<file path="src/rtl/i2s_pkg.sv">
// Shared defaults and state/channel types for the I2S record-path capture block.
package i2s_pkg;

  localparam int unsigned SAMPLE_BITS_DEF = 16;
  localparam int unsigned BUF_LEN_DEF     = 256;
  localparam int unsigned SYNC_STAGES_DEF = 2;

  typedef enum logic [1:0] {
    ST_IDLE  = 2'd0,
    ST_ALIGN = 2'd1,
    ST_SHIFT = 2'd2,
    ST_DRAIN = 2'd3
  } rx_state_e;

  typedef enum logic {
    CH_LEFT  = 1'b0,
    CH_RIGHT = 1'b1
  } chan_e;

endpackage

</file>
<file path="src/rtl/sync_edge_detect.sv">
// Multi-flop synchronizer for one asynchronous input, with a rising-edge pulse
// derived from the synchronized level.
module sync_edge_detect #(
  parameter int unsigned SYNC_STAGES = 2
) (
  input  logic clk,
  input  logic rstn,
  input  logic din,
  output logic level,
  output logic rise_c
);

  logic [SYNC_STAGES-1:0] sync_q;
  logic                   level_d;

  // Synchronizer chain plus one delay flop for edge detection.
  always_ff @(posedge clk or negedge rstn) begin
    if (!rstn) begin
      sync_q  <= '0;
      level_d <= 1'b0;
    end else begin
      sync_q  <= {sync_q[SYNC_STAGES-2:0], din};
      level_d <= sync_q[SYNC_STAGES-1];
    end
  end

  assign level  = sync_q[SYNC_STAGES-1];
  assign rise_c = sync_q[SYNC_STAGES-1] & ~level_d;

endmodule

</file>
<file path="src/rtl/i2s_rx_capture.sv">
// I2S record-path receiver: captures left/right words in the clk domain, presents
// complete frames with a valid/ready handshake and writes their average to a ring buffer.
module i2s_rx_capture
  import i2s_pkg::*;
#(
  parameter int unsigned SAMPLE_BITS = SAMPLE_BITS_DEF,
  parameter int unsigned BUF_LEN     = BUF_LEN_DEF,
  parameter int unsigned SYNC_STAGES = SYNC_STAGES_DEF
) (
  input  logic                          clk,
  input  logic                          rstn,
  input  logic                          audio_I2S_bclk,
  input  logic                          audio_I2S_reclrc,
  input  logic                          audio_I2S_recdat,
  input  logic                          enable,
  output logic signed [SAMPLE_BITS-1:0] sample_left,
  output logic signed [SAMPLE_BITS-1:0] sample_right,
  output logic                          valid,
  input  logic                          ready,
  output logic                          overflow,
  input  logic                          clear_overflow,
  output logic [$clog2(BUF_LEN)-1:0]    buf_addr,
  output logic [SAMPLE_BITS-1:0]        buf_data,
  output logic                          buf_we
);

  localparam int unsigned AW = $clog2(BUF_LEN);
  localparam int unsigned CW = $clog2(SAMPLE_BITS);
  localparam logic [CW-1:0] LAST_BIT = CW'(SAMPLE_BITS - 1);

  logic bclk_s, bclk_rise, lrc_s, lrc_rise, dat_s, dat_rise;
  logic unused_sig;

  rx_state_e              state, state_next;
  chan_e                  chan, chan_next;
  logic                   lrc_prev;
  logic [CW-1:0]          cnt, cnt_next, bit_pos;
  logic [SAMPLE_BITS-1:0] shreg, shreg_next, word_c, left_hold, left_next;
  logic                   lrc_chg, lrc_fall, last_bit, word_done, frame_done;
  logic [SAMPLE_BITS:0]   sum_c;

  sync_edge_detect #(.SYNC_STAGES(SYNC_STAGES)) u_sync_bclk (
    .clk(clk), .rstn(rstn), .din(audio_I2S_bclk), .level(bclk_s), .rise_c(bclk_rise)
  );
  sync_edge_detect #(.SYNC_STAGES(SYNC_STAGES)) u_sync_lrc (
    .clk(clk), .rstn(rstn), .din(audio_I2S_reclrc), .level(lrc_s), .rise_c(lrc_rise)
  );
  sync_edge_detect #(.SYNC_STAGES(SYNC_STAGES)) u_sync_dat (
    .clk(clk), .rstn(rstn), .din(audio_I2S_recdat), .level(dat_s), .rise_c(dat_rise)
  );

  assign unused_sig = ^{bclk_s, lrc_rise, dat_rise, sum_c[0]};

  // Word-select is only meaningful at bclk rising edges.
  assign lrc_chg  = bclk_rise && (lrc_s != lrc_prev);
  assign lrc_fall = lrc_chg && !lrc_s;
  assign last_bit = (cnt == LAST_BIT);
  assign bit_pos  = LAST_BIT - cnt;

  // Sign-extended sum; dropping bit 0 is the arithmetic shift right by one.
  assign sum_c = {left_hold[SAMPLE_BITS-1], left_hold} + {word_c[SAMPLE_BITS-1], word_c};

  always_ff @(posedge clk or negedge rstn) begin
    if (!rstn) state <= ST_IDLE;
    else       state <= state_next;
  end

  always_comb begin
    state_next = state;
    case (state)
      ST_IDLE:  if (enable) state_next = ST_ALIGN;
      ST_ALIGN: if (lrc_fall) state_next = ST_SHIFT;
      ST_SHIFT: if (bclk_rise && !lrc_chg && last_bit) state_next = ST_DRAIN;
      ST_DRAIN: if (lrc_chg) state_next = ST_SHIFT;
      default:  state_next = ST_IDLE;
    endcase
    if (!enable) state_next = ST_IDLE;
  end

  // Datapath actions; the bit seen on a word-select change is the previous LSB and is dropped.
  always_comb begin
    shreg_next = shreg;
    cnt_next   = cnt;
    chan_next  = chan;
    left_next  = left_hold;
    word_c     = shreg;
    word_done  = 1'b0;
    frame_done = 1'b0;
    if (enable && bclk_rise) begin
      case (state)
        ST_ALIGN: begin
          if (lrc_fall) begin
            shreg_next = '0;
            cnt_next   = '0;
            chan_next  = CH_LEFT;
          end
        end
        ST_SHIFT: begin
          if (lrc_chg) begin
            word_done  = 1'b1;
            shreg_next = '0;
            cnt_next   = '0;
            chan_next  = chan_e'(lrc_s);
          end else begin
            word_c[bit_pos] = dat_s;
            if (last_bit) begin
              word_done  = 1'b1;
              shreg_next = '0;
            end else begin
              shreg_next = word_c;
              cnt_next   = cnt + CW'(1);
            end
          end
        end
        ST_DRAIN: begin
          if (lrc_chg) begin
            shreg_next = '0;
            cnt_next   = '0;
            chan_next  = chan_e'(lrc_s);
          end
        end
        default: ;
      endcase
      if (word_done) begin
        if (chan == CH_LEFT) left_next  = word_c;
        else                 frame_done = 1'b1;
      end
    end
  end

  always_ff @(posedge clk or negedge rstn) begin
    if (!rstn) begin
      lrc_prev     <= 1'b0;
      chan         <= CH_LEFT;
      cnt          <= '0;
      shreg        <= '0;
      left_hold    <= '0;
      sample_left  <= '0;
      sample_right <= '0;
      valid        <= 1'b0;
      overflow     <= 1'b0;
      buf_addr     <= '0;
      buf_data     <= '0;
      buf_we       <= 1'b0;
    end else begin
      if (bclk_rise) lrc_prev <= lrc_s;
      chan      <= chan_next;
      cnt       <= cnt_next;
      shreg     <= shreg_next;
      left_hold <= left_next;
      buf_we    <= frame_done;
      if (buf_we) buf_addr <= buf_addr + AW'(1);
      if (frame_done) begin
        sample_left  <= left_hold;
        sample_right <= word_c;
        buf_data     <= sum_c[SAMPLE_BITS:1];
      end
      if (frame_done)          valid <= 1'b1;
      else if (valid && ready) valid <= 1'b0;
      // A frame landing on an unconsumed one wins over a same-cycle clear.
      if (frame_done && valid && !ready) overflow <= 1'b1;
      else if (clear_overflow)           overflow <= 1'b0;
    end
  end

endmodule

</file>
<file path="config.mk">
export PLATFORM = sky130hd
export DESIGN_NAME = i2s_rx_capture
export DESIGN_NICKNAME = d
export VERILOG_FILES = /design/src/rtl/i2s_pkg.sv /design/src/rtl/sync_edge_detect.sv /design/src/rtl/i2s_rx_capture.sv
export SDC_FILE = /design/constraint.sdc
export NUM_CORES = 1
export LEC_CHECK = 0
export BUFFER_PORTS_ARGS = -buffer_cell sky130_fd_sc_hd__buf_2
export CORE_AREA = 2 2 101 103
export CTS_CLUSTER_SIZE = 40
export DETAILED_ROUTE_END_ITERATION = 10
export DIE_AREA = 0 0 103 105
export GPL_TIMING_DRIVEN = 0
export PLACE_DENSITY = 0.82
export SETUP_SLACK_MARGIN = 0.4
export SYNTH_ARGS = -nofsm -noshare
export SYNTH_HDL_FRONTEND = slang
export SYNTH_SLANG_ARGS = --single-unit
</file>
<file path="constraint.sdc">
create_clock -name clk -period 3.6 [get_ports clk]
set_input_delay 0.36 -clock clk [delete_from_list [all_inputs] [get_ports clk]]
set_output_delay 0.36 -clock clk [all_outputs]
set_load 0.1 [all_outputs]
</file>
==> results.sh <==
export IMPL_synth_fa_ha_area_share_pct=4.83
export IMPL_die_w_um=103
export IMPL_synth_top_family_by_area="simple AND/OR/NAND/NOR gates"
export IMPL_syn_nets=656
export IMPL_swShare_pct=28.4
export IMPL_worstPathRequired_ns=3.89
export IMPL_maxCapViolations=0
export IMPL_synthSimpleGateAreaFrac_pct=19.1
export IMPL_synth_edff_count=0
export IMPL_seq_area_frac_synth_pct=47.4
export IMPL_start_util_pct=58.0
export IMPL_grtUsageTotal_pct=28.1
export IMPL_synthArstFlopShare_pct=100
export IMPL_peakVddDrop_uv=241
export IMPL_grt_pass1_wl_um=23800
export IMPL_die_area_um2=10800
export IMPL_cts_tree="done"
export IMPL_vias=5322
export IMPL_core_area_um2=9640
export IMPL_post_route_period_util_pct=95.3
export IMPL_arrival_ns=3.72
export IMPL_area_growth_pct=27.5
export IMPL_grt_pass1_vias=4885
export IMPL_placementRows=36
export IMPL_synth_top_area_share_pct=47.4
export IMPL_p_switching_mw=0.674
export IMPL_cts_path_max_buffers=2
export IMPL_timing_fmax_ghz=0.291
export IMPL_routed_wl_um=15900
export IMPL_pwr_share_seq_pct=52.5
export IMPL_slew_violations=0
export IMPL_skew_ns=0.0189
export IMPL_hold_slack_ns=0.0684
export IMPL_muxShareOfSynthArea_pct=3.69
export IMPL_port_buffers=66
export IMPL_internal_power_mw=1.70
export IMPL_ant_nets=0
export IMPL_p_total_mw=2.37
export IMPL_path_class="flop to flop"
export IMPL_ys_flop_type="dfrtp_1"
export IMPL_dieHeight_um=105
export IMPL_avgRoutedWirePerCell_um=17.6
export IMPL_synth_area_um2=5600
export IMPL_cts_buffers=9
export IMPL_synth_avg_cell_area_um2=8.92
export IMPL_grt_antenna_before_repair=0
export IMPL_grt_max_degree=69
export IMPL_max_stage_delay_ns=0.41
export IMPL_finalWorstPathRequiredPeriod_ns=3.43
export IMPL_hpwlAfterDp_um=10300
export IMPL_relSlewSlack_pct=62.6
export IMPL_finalSetupViolations=0
export IMPL_avgViaCountPerCell=5.89
export IMPL_combPwrFrac_pct=17.1
export IMPL_ys_ff_latch=106
export IMPL_cellLeakagePower_nw=3.40
export IMPL_path_cells="nor2b_1, buf_4, nand2_2, nand2_4, buf_6, nor2_2, mux2i_2, o21ai_1, ha_1, o21ai_1, o211ai_1, a41oi_2, buf_4, nand3b_1, a32o_1"
export IMPL_final_nets=795
export IMPL_status="completed"
export IMPL_gp_congestion=0.899
export IMPL_worstSkewPairLatency_ns=0.40
export IMPL_clock_sinks=106
export IMPL_clockPowerShare_pct=30.4
export IMPL_power_density_nw_per_um2=332
export IMPL_fillers=710
export IMPL_dr_pass1_iters=6
export IMPL_endpoint_kind="flop"
export IMPL_antenna_cells=0
export IMPL_synth_most_common_cell="nand2_1"
export IMPL_r2r_slack_ns=0.17
export IMPL_rsz0062_at_grt="yes"
export IMPL_path_clk_slew_ns=0.10
export IMPL_htree_levels=3
export IMPL_drc=0
export IMPL_drive_above_1_share_pct=31.8
export IMPL_ys_top_cells_by_area="dfrtp_1, nand2_1, o21ai_0, ha_1, a21oi_1"
export IMPL_synth_cells=627
export IMPL_ys_warn_count=0
export IMPL_hold_path_class="input port to flop"
export IMPL_multi_input_area_um2=3020
export IMPL_first_iter_violations=396
export IMPL_overflow=0
export IMPL_regArea_um2=2650
export IMPL_hold_viol=0
export IMPL_ys_top_cells_by_count="nand2_1, dfrtp_1, o21ai_0"
export IMPL_synth_top_area_cell="dfrtp_1"
export IMPL_worst_slew_pin_slew_ns=0.561
export IMPL_crit_slowest_cell="dfrtp_1"
export IMPL_cts_root_buf="clkbuf_8"
export IMPL_startpoint_type="flop"
export IMPL_synth_xor_area_share_pct=2.68
export IMPL_crit_fanout=7
export IMPL_yosysUniqueCellTypes=60
export IMPL_pin_count=67
export IMPL_synth_compound_area_share_pct=18.2
## critical path, delay by kind of cell, from the launching register on
family / cells / cell delay, ns
AOI/OAI and AO/OA: 5 / 1.08
and+or+nand+nor: 5 / 0.66
buffers and inverters: 3 / 0.55
DFF: 1 / 0.41
adders and majority gates: 1 / 0.37
muxes: 1 / 0.26
## path summary, 6_finish.rpt
kind,end,start,depth (start not counted)
min in group asynchronous,buf_addr[3]$_DFFE_PN0P_,rstn,2
worst min register to register,u_sync_lrc.sync_q[1]$_DFF_PN0_,u_sync_lrc.sync_q[0]$_DFF_PN0_,0
worst max-delay path,buf_data[11]$_DFFE_PN0P_,u_sync_bclk.sync_q[1]$_DFF_PN0_,15
worst min-delay path,u_sync_bclk.sync_q[0]$_DFF_PN0_,audio_I2S_bclk,1
max in group asynchronous,cnt[1]$_DFFE_PN0P_,rstn,3
worst max register to register,buf_data[11]$_DFFE_PN0P_,u_sync_bclk.sync_q[1]$_DFF_PN0_,15
## placed cells by master (no fill, tap or decap), types with 6 or more instances in the layout
cell type  instances
a21oi_1           28
a21oi_2            7
buf_2             77
buf_4             62
buf_6              8
clkbuf_1          12
clkbuf_8          12
dfrtp_1          105
ha_1              10
ha_2               7
inv_1             10
mux2i_1            9
mux2i_2            9
nand2_1          145
nand3_1           10
nand4_1            6
nor2_1            20
nor2_2            10
nor3_1             8
o21ai_0           70
o21ai_1           15
o22ai_1            6
xnor2_1            7
xor2_1             7
## cell families (layout without fill, tap and decap cells)
| group | after synthesis | count (layout) |
|---|---|---|
| compound gates | 174 | 174 |
| xor+xnor | 15 | 15 |
| mux | 20 | 20 |
| simple gates | 242 | 242 |
| buf+inv | 49 | 192 |
| fa+ha+maj | 21 | 21 |
| flops | 106 | 106 |
## power groups by stage
| stage | registers, mW | clock network [mW] | logic [mW] |
|---|---|---|---|
| finish | 1.24 | 0.722 | 0.406 |
| global route | 1.25 | 0.767 | 0.433 |
| CTS | 1.24 | 0.712 | 0.307 |
| detailed placement | 1.26 | 0 | 0.247 |
| global placement | 1.26 | 0 | 0.236 |
| floorplan | 1.30 | 0 | 0.133 |
## cell type report
class                   count  share of cell area [%]
multi-input cells         472                    42.4
flip-flops and latches    106                    37.2
repair buffers            128                    11.7
plain buffers              36                    3.14
clock buffers              14                    2.42
well taps                 133                    2.33
inverters                  13                   0.684
clock inverters             1                   0.123
## flip-flops by register name, indices dropped and copies added (netlist names)
name and count:
state 2, sample_left 16, overflow 1, shreg 16, u_sync_bclk.sync_q 2, u_sync_dat.sync_q 2, chan 1, buf_we 1
buf_addr 8, buf_data 16, u_sync_bclk.level_d 1, lrc_prev 1, left_hold 16, sample_right 16, u_sync_lrc.sync_q 2, valid 1
cnt 4
## per-layer routing
layer  wire [µm]  part of all wire (%)  track usage, %  vias to the layer above
met4         582                   3.7            12.1                        0
met2        7960                    50            45.8                      244
met1        6380                    40            35.9                     2578
met5           0                     0               0                        -
met3        1010                   6.4            5.55                       44
li1            -                     -               -                     2456
## what timing repair did
action | 4_1_cts | 5_1_grt
setup buffers | 22 | 37
hold endpoints to repair | 38 | 0
endpoints found under the setup margin | 12 | 12
hold buffers | 1 | 0
pin swaps | 7 | 28
resized for setup | 41 | 86
gates cloned | 1 | 0
## per-stage QoR
stage	util (%)	std cells	instance area, µm²	setup TNS, ns	setup slack [ns]
6_report	74.0	903	7140	0	0.167
3_5_place_dp	63.5	827	6120	-0.559	-0.211
4_1_cts	68.5	866	6600	0	0.396
2_1_floorplan	-	627	5600	0	0.526
5_1_grt	74.0	903	7140	0	0.0703
3_3_place_gp	63.2	826	6090	-0.114	-0.0799
Power figures use the tool's default switching activity.
